File: config.mk
export PLATFORM = sky130hd
export DESIGN_NAME = tile_lane
export DESIGN_NICKNAME = d
export VERILOG_FILES = /design/src/rtl/tile_lane.sv
export SDC_FILE = /design/constraint.sdc
export NUM_CORES = 1
export LEC_CHECK = 0
export BUFFER_PORTS_ARGS = -buffer_cell sky130_fd_sc_hd__buf_4
export CORE_MARGIN = 4
export CORE_UTILIZATION = 52
export DETAILED_ROUTE_END_ITERATION = 10
export PLACE_DENSITY = 0.71
export SYNTH_ARGS = -nofsm -noshare
export SYNTH_HDL_FRONTEND = slang
export SYNTH_SLANG_ARGS = --single-unit
File: constraint.sdc
create_clock -name frame_clk -period 6.4 [get_ports frame_clk]
set_input_delay 0.32 -clock frame_clk [delete_from_list [all_inputs] [get_ports frame_clk]]
set_output_delay 0.32 -clock frame_clk [all_outputs]
set_load 0.02 [all_outputs]
File: src/rtl/tile_lane.sv
// tile_lane: one Piano Tiles lane; a circular FIFO of falling tiles scored by hit/miss/escape.
// Defining TILE_LANE_LIVES_EN grants three lives per game and adds the lives output.
module tile_lane #(
    parameter int DEPTH     = 8,
    parameter int LANE_X    = 80,
    parameter int TILE_W    = 150,
    parameter int TILE_H    = 75,
    parameter int Y_MAX     = 479,
    parameter int HIT_Y_MIN = 380,
    parameter int SCORE_W   = 16
) (
    input  logic                       frame_clk,
    input  logic                       Reset,
    input  logic                       start,
    input  logic                       spawn,
    input  logic                       key,
    input  logic [3:0]                 speed,
    input  logic [$clog2(DEPTH)-1:0]   rd_idx,
    output logic                       rd_valid,
    output logic [9:0]                 rd_y,
    output logic [9:0]                 tile_x,
    output logic [9:0]                 tile_w,
    output logic [9:0]                 tile_h,
    output logic [$clog2(DEPTH):0]     count,
    output logic                       hit,
    output logic                       miss,
    output logic                       overflow,
    output logic [SCORE_W-1:0]         score,
`ifdef TILE_LANE_LIVES_EN
    output logic [1:0]                 lives,
`endif
    output logic [1:0]                 state
);
    localparam int PW = $clog2(DEPTH);

    typedef enum logic [1:0] {IDLE = 2'b00, RUN = 2'b01, OVER = 2'b10} state_t;

    state_t        st_q, st_d;
    logic [9:0]    ys [DEPTH];
    logic [PW-1:0] rd_ptr, wr_ptr;
    logic          key_q;
    logic [11:0]   bottom;
    logic [PW:0]   left;
    logic          key_edge, live, in_zone, do_hit, do_miss, escape, pop, go_over, enter, push, ovf;
`ifdef TILE_LANE_LIVES_EN
    logic [1:0]    lives_q;
    assign lives = lives_q;
`endif

    always_comb begin
        key_edge = key & ~key_q;
        live     = count != '0;
        bottom   = 12'(ys[rd_ptr]) + 12'(TILE_H);
        in_zone  = live && bottom >= 12'(HIT_Y_MIN);
        do_hit   = st_q == RUN && key_edge && in_zone;
        escape   = st_q == RUN && live && !do_hit && bottom + 12'(speed) > 12'(Y_MAX);
        do_miss  = (st_q == RUN && key_edge && !in_zone) || escape;
        pop      = do_hit || escape;
        left     = count - (PW+1)'(pop);
`ifdef TILE_LANE_LIVES_EN
        go_over  = do_miss && lives_q == 2'd1;
`else
        go_over  = do_miss;
`endif
        enter    = st_q != RUN && start;
        // a frame that ends the game only retires tiles; motion and spawns freeze with it
        push     = st_q == RUN && !go_over && spawn && left < (PW+1)'(DEPTH);
        ovf      = st_q == RUN && !go_over && spawn && left == (PW+1)'(DEPTH);
        st_d     = enter ? RUN : go_over ? OVER : st_q;
    end

    always_ff @(posedge frame_clk or posedge Reset) begin
        if (Reset) begin
            st_q     <= IDLE;
            count    <= '0;
            rd_ptr   <= '0;
            wr_ptr   <= '0;
            score    <= '0;
            hit      <= 1'b0;
            miss     <= 1'b0;
            overflow <= 1'b0;
            key_q    <= 1'b0;
            ys       <= '{default: '0};
`ifdef TILE_LANE_LIVES_EN
            lives_q  <= 2'd0;
`endif
        end else begin
            st_q     <= st_d;
            key_q    <= key;
            hit      <= do_hit;
            miss     <= do_miss;
            overflow <= ovf;
            if (enter) begin
                count   <= '0;
                rd_ptr  <= '0;
                wr_ptr  <= '0;
                score   <= '0;
`ifdef TILE_LANE_LIVES_EN
                lives_q <= 2'd3;
`endif
            end else if (st_q == RUN) begin
                if (do_hit && score != '1)
                    score <= score + SCORE_W'(1);
                rd_ptr <= rd_ptr + PW'(pop);
                count  <= left + (PW+1)'(push);
                if (!go_over)
                    for (int i = 0; i < DEPTH; i++)
                        ys[i] <= ys[i] + 10'(speed);
                if (push) begin
                    ys[wr_ptr] <= '0;
                    wr_ptr     <= wr_ptr + PW'(1);
                end
`ifdef TILE_LANE_LIVES_EN
                if (do_miss)
                    lives_q <= lives_q - 2'd1;
`endif
            end
        end
    end

    assign state    = st_q;
    assign rd_valid = {1'b0, rd_idx} < count;
    assign rd_y     = rd_valid ? ys[rd_ptr + rd_idx] : '0;
    assign tile_x   = 10'(LANE_X);
    assign tile_w   = 10'(TILE_W);
    assign tile_h   = 10'(TILE_H);
endmodule

# Word level (Yosys, flattened, before mapping)
# Cells that the tools add are included.
[classes]
bitwise_logic = 8
n_addsub = 16
n_reduce_logical = 27
eq_ne = 4
magnitude_cmp = 8
n_mux = 25
[op_table]
columns = ["cell", "count"]
rows = [
  ["80-bit two-way mux", 4],
  ["10-bit by 4-bit adder with 10-bit output", 8],
  ["80-bit bitwise AND", 1],
  ["80-bit NOT", 1],
  ["10-bit binary-select mux with 3-bit select", 2],
  ["10-bit two-way mux", 6],
  ["16-bit two-way mux", 3],
  ["10-bit demux with 3-bit select", 1],
  ["16-bit by 1-bit adder with 16-bit output (second input constant)", 1],
  ["16-bit != test (second input constant)", 1],
  ["3-bit two-way mux", 5],
  ["1-bit logical AND", 14],
  ["11-bit by 4-bit adder with 12-bit output", 1],
  ["4-bit >= comparator (second input constant)", 3],
  ["12-bit by 9-bit > comparator with 1-bit output (second input constant)", 1],
  ["3-bit NOT with 4-bit output", 3],
  ["10-bit by 7-bit adder with 11-bit output (second input constant)", 1],
  ["11-bit by 9-bit >= comparator with 1-bit output (second input constant)", 1],
  ["4-bit two-way mux", 2],
  ["2-bit nonzero test", 4],
  ["2-bit AND reduction", 3],
  ["4-bit by 1-bit adder with 4-bit output", 1],
  ["4-bit == test (second input constant)", 1],
  ["3-bit by 4-bit < comparator with 1-bit output", 1],
  ["14 further kinds", 19],
]
[word_totals]
elab_cells = 105
inputBits = 12
out_inout_bits = 66
register_bits = 112

# Logic depth before layout (Yosys ltp)
[depth]
ltp_word = 19
mapped_depth = 32
ltp_nobuf = 30

# Worst setup path before layout
# No wires, ideal clock.
[synth_timing]
kind = "register -> register"
from = "reg rd_ptr[0]"
to = "reg count[3]"
synth_period_minus_slack_ns = 5.555
path_buffers = 1
setup_slack_ns = 0.845
setup_time_ns = 0.096
t_required_ns = 6.304
path_stages_with_launch = 31
arrival_ns = 5.459
cell_sequence = "dfrtp_1 buf_2 mux4_2 mux2_2 inv_1 ha_1 xnor2_1 ha_1 inv_1 o21bai_1 a21oi_1 nor4_1 a21bo_1 o22ai_1 nor3_1 or2_2 ha_1 nor2b_1 nand2_1 xor2_1 nand2_1 nor2_1 o21ai_0 nor2_1 ha_1 nand3_1 xnor2_1 a21oi_1 a21oi_1 nand2b_1 o31ai_1"
[synth_via]
elab_chain_cells = 19
elab_cells_between_ends = 26
cone_classes = "add/sub: 4; order compare: 3; mux: 5; bitwise: 1; reduce/logical: 13"
[synth_lines]
columns = ["element", "line", "rtl"]
rows = [
  ["from (decl)", "40", "logic [PW-1:0] rd_ptr, wr_ptr;"],
  ["from (signal assigned)", "104", "rd_ptr <= rd_ptr + PW'(pop);"],
  ["3-bit NOT with 4-bit output (implied by the code) *", "53", "bottom = 12'(ys[rd_ptr]) + 12'(TILE_H);"],
  ["10-bit binary-select mux with 3-bit select *", "53", ""],
  ["10-bit two-way mux (implied by the code) * (2 in series)", "53", ""],
  ["10-bit by 7-bit adder with 11-bit output *", "53", ""],
  ["branches (longest 11 deep; another with 11-bit by 4-bit adder with 12-bit output)", "n/a", ""],
  ["4-bit by 1-bit adder with 4-bit output *", "105", "count <= left + (PW+1)'(push);"],
  ["4-bit two-way mux *", "101", "end else if (st_q == RUN) begin"],
  ["4-bit two-way mux *", "93", "if (enter) begin"],
  ["to (signal assigned)", "105", ""],
  ["to (decl)", "24", "output logic [$clog2(DEPTH):0] count,"],
]
# Mark *: on every way between the ends. The select of a mux whose other input is x is not followed.
# A chain may end at the register's enable or synchronous reset.

# Final worst setup path
[layout_timing]
from = "reg rd_ptr[2]"
to = "reg count[3]"
# The elaborated chain is that of the path after synthesis.

==> results.json <==
{
  "end_kind": "flip-flop",
  "remaining_drc_errors": 0,
  "synth_fa_ha_area_share_pct": 8.557,
  "status": "finished, final reports clean",
  "first_pass_iters": 5,
  "cts_max_path_buffers": 2,
  "ys_seq_area_share_pct": 29.95,
  "p_leak_uw": 0.004442,
  "dp_hpwl_um": 17720,
  "synth-xor-area-share_pct": 2.340,
  "wl_per_cell_um": 20.66,
  "htreeDepth": 3,
  "fp.coreArea_um2": 17480,
  "finalCritPeriodShare_pct": 92.06,
  "cpMaxStageDelayCell": "dfrtp_1",
  "ys.warnings.count": 0,
  "power.density_nw_per_um2": 404.6,
  "slew_headroom_pct": 24.44,
  "crit_family": "simple AND/OR/NAND/NOR gates",
  "grtUsageTotal_pct": 24.86,
  "die_y_um": 142.1,
  "crit_required_ns": 6.67,
  "ctsRootBufferMaster": "clkbuf_16",
  "start_util_pct": 53.54,
  "drive_above_1_share_pct": 20.71,
  "wl_um": 25000,
  "slowest_delay_ns": 0.60,
  "worstHoldStart": "key",
  "startpoint": "rd_ptr[2]$_DFFE_PP0P_",
  "num-nets-final": 1050,
  "final_util_pct": 58.08,
  "yosysMostFrequentCell": "dfrtp_1",
  "via_per_inst": 6.438,
  "synth_area_leaders": "dfrtp_1 30%, mux4_2 8.7%, o41ai_2 6.4%",
  "cts_tree": "built",
  "overflow": 0,
  "setup_viol": 0,
  "worstPathMaxFanout": 9,
  "peakVddDrop_mv": 0.2361,
  "clk_latency_ns": 0.37,
  "ys_ff_latch": 112,
  "synth_common_cells": "112 x dfrtp_1, 67 x nor2_1, 54 x inv_1, 53 x o21ai_0, 53 x o31ai_1",
  "tightest_slew_ns": 1.133,
  "yosys.area.top_type": "dfrtp_1",
  "hp-class": "primary input to flip-flop",
  "antenna_found_initial": 0,
  "synth.distinct_cells": 70,
  "die_w_um": 142.1,
  "crit_arrival_ns": 6.16,
  "netlist.area_leader.share_pct": 29.95,
  "synth_top_family_by_area": "compound AO/OA/AOI/OAI gates",
  "clk_pin_slew_ns": 0.07,
  "crit-reg2reg-launch": "rd_ptr[2]$_DFFE_PP0P_",
  "final_antenna_net_count": 0,
  "synth-edff-count": 0,
  "die-area_um2": 20210,
  "cts_sinks": 112,
  "p_total_uw": 4107,
  "grt_pass1_vias": 7344,
  "num_antenna_cells": 0,
  "drtIter0Drc": 617,
  "cts_buffers": 9,
  "syn_to_final_growth_pct": 8.477,
  "synth_flop_cell": "dfrtp_1",
  "skew_ns": 0.01539,
  "maxCapViolCount": 0,
  "syn_inst": 952,
  "grt_pass1_wl_um": 40140,
  "io_pins": 78,
  "syn_avg_cell_area_um2": 9.830,
  "worstSetupStartpointType": "flip-flop",
  "via_count": 7790,
  "async_flop_share_pct": 100.0,
  "routabilityCongestion": 0.9078,
  "path_buf_inv": 1,
  "portBuffers": 47,
  "synthesis.area_um2": 9358,
  "row_count": 48,
  "period_needed_ns": 5.892,
  "grt_max_degree": 83,
  "synthMuxAreaShare_pct": 12.61,
  "slew_viol_final": 0,
  "synth_compound_area_share_pct": 24.31,
  "clock.fmax_mhz": 169.7,
  "synthSimpleGateAreaFrac_pct": 14.87,
  "finalHoldViolCount": 0,
  "path_class": "flip-flop to flip-flop"
}
## repair_timing
| action | 4_1_cts | 5_1_grt |
|---|---|---|
| hold buffers | 0 | 0 |
| hold endpoints to repair | 0 | 0 |
| endpoints found under the setup margin | 0 | 5 |
| setup buffers | 0 | 1 |
| gates resized for setup | 0 | 7 |
## power by group
part	switching, µW	internal [µW]	leakage [µW]
Sequential	380	937	0.00141
Clock	283	277	0.000129
Combinational	1270	956	0.00290
Total	1940	2170	0.00444
## worst paths after layout
kind,cells past startpoint,to,slack [ns]
setup / recovery,27,count[3]$_DFFE_PP0P_,0.51
hold / removal,1,key_q$_DFF_PP0_,0.07
setup reg to reg,27,count[3]$_DFFE_PP0P_,0.51
hold reg to reg,1,score[4]$_DFFE_PP0P_,0.52
max in group asynchronous,3,ys[55]$_DFFE_PP0P_,5.06
min in group asynchronous,2,score[1]$_DFFE_PP0P_,0.09
## logic make-up after synthesis
kind of cell	Yosys count
other	2
adder cells (fa/ha/maj)	58
XOR/XNOR	25
AND/OR/NAND/NOR	270
flip-flops	112
AO/OA/AOI/OAI	279
multiplexers	70
buffers and inverters	136
## cells in the final DEF (no fill, tap or decap), types with 7 or more instances in the layout
cell type	Yosys	routed
a21o_1	22	22
a21oi_1	29	29
and3_1	20	20
buf_4	31	71
clkbuf_16	0	9
conb_1	2	30
dfrtp_1	112	110
fa_1	10	10
ha_1	48	48
inv_1	54	53
mux2_2	9	9
mux2i_1	22	21
mux4_2	36	36
nand2_1	45	44
nand2b_1	15	15
nand3_1	29	29
nand4_1	7	7
nor2_1	67	66
nor2b_1	22	22
nor3_1	18	13
o211ai_1	10	10
o21a_1	11	11
o21ai_0	53	53
o2bb2ai_1	9	9
o31a_1	11	11
o31ai_1	53	53
o41ai_2	37	37
or2_2	12	12
or3_1	9	9
xnor2_1	19	18
## flip-flops by register name, indices dropped and copies added, names as in the netlist
name      flops
count         4
hit           1
rd_ptr        3
key_q         1
overflow      1
wr_ptr        3
state         2
ys           80
score        16
miss          1
## stage by stage
| step | setup WS, ns | TNS [ns] | instance area [µm²] | hold slack [ns] | std cells |
|---|---|---|---|---|---|
| global placement | 0.5045 | 0 | 9842 | 0.4421 | 1193 |
| finish | 0.5080 | 0 | 10150 | 0.07183 | 1210 |
| floorplan | 0.8454 | 0 | 9463 | 0.3514 | 980 |
| detailed placement | 0.2850 | 0 | 9842 | 0.4428 | 1193 |
| CTS | 0.2472 | 0 | 10120 | 0.07022 | 1209 |
| global route | -0.03120 | -0.03120 | 10150 | 0.06972 | 1210 |
## area by class of cell
cell class	instances	area, µm²
Timing Repair Buffer	71	533.0
Multi-Input combinational cell	732	6051
Fill cell	1530	7326
Clock buffer	12	246.5
Sequential cell	112	2805
Inverter	54	205.2
Tap cell	225	281.5
Clock inverter	4	28.78
## per-layer routing
metal	global-route usage [%]	share of wire [%]	up-vias
met3	4.066	6.7	29
met4	6.162	1.6	0
met5	0	0	-
met1	37.08	46	3934
li1	-	-	3571
met2	38.04	46	256
Power figures use the tool's default switching activity.
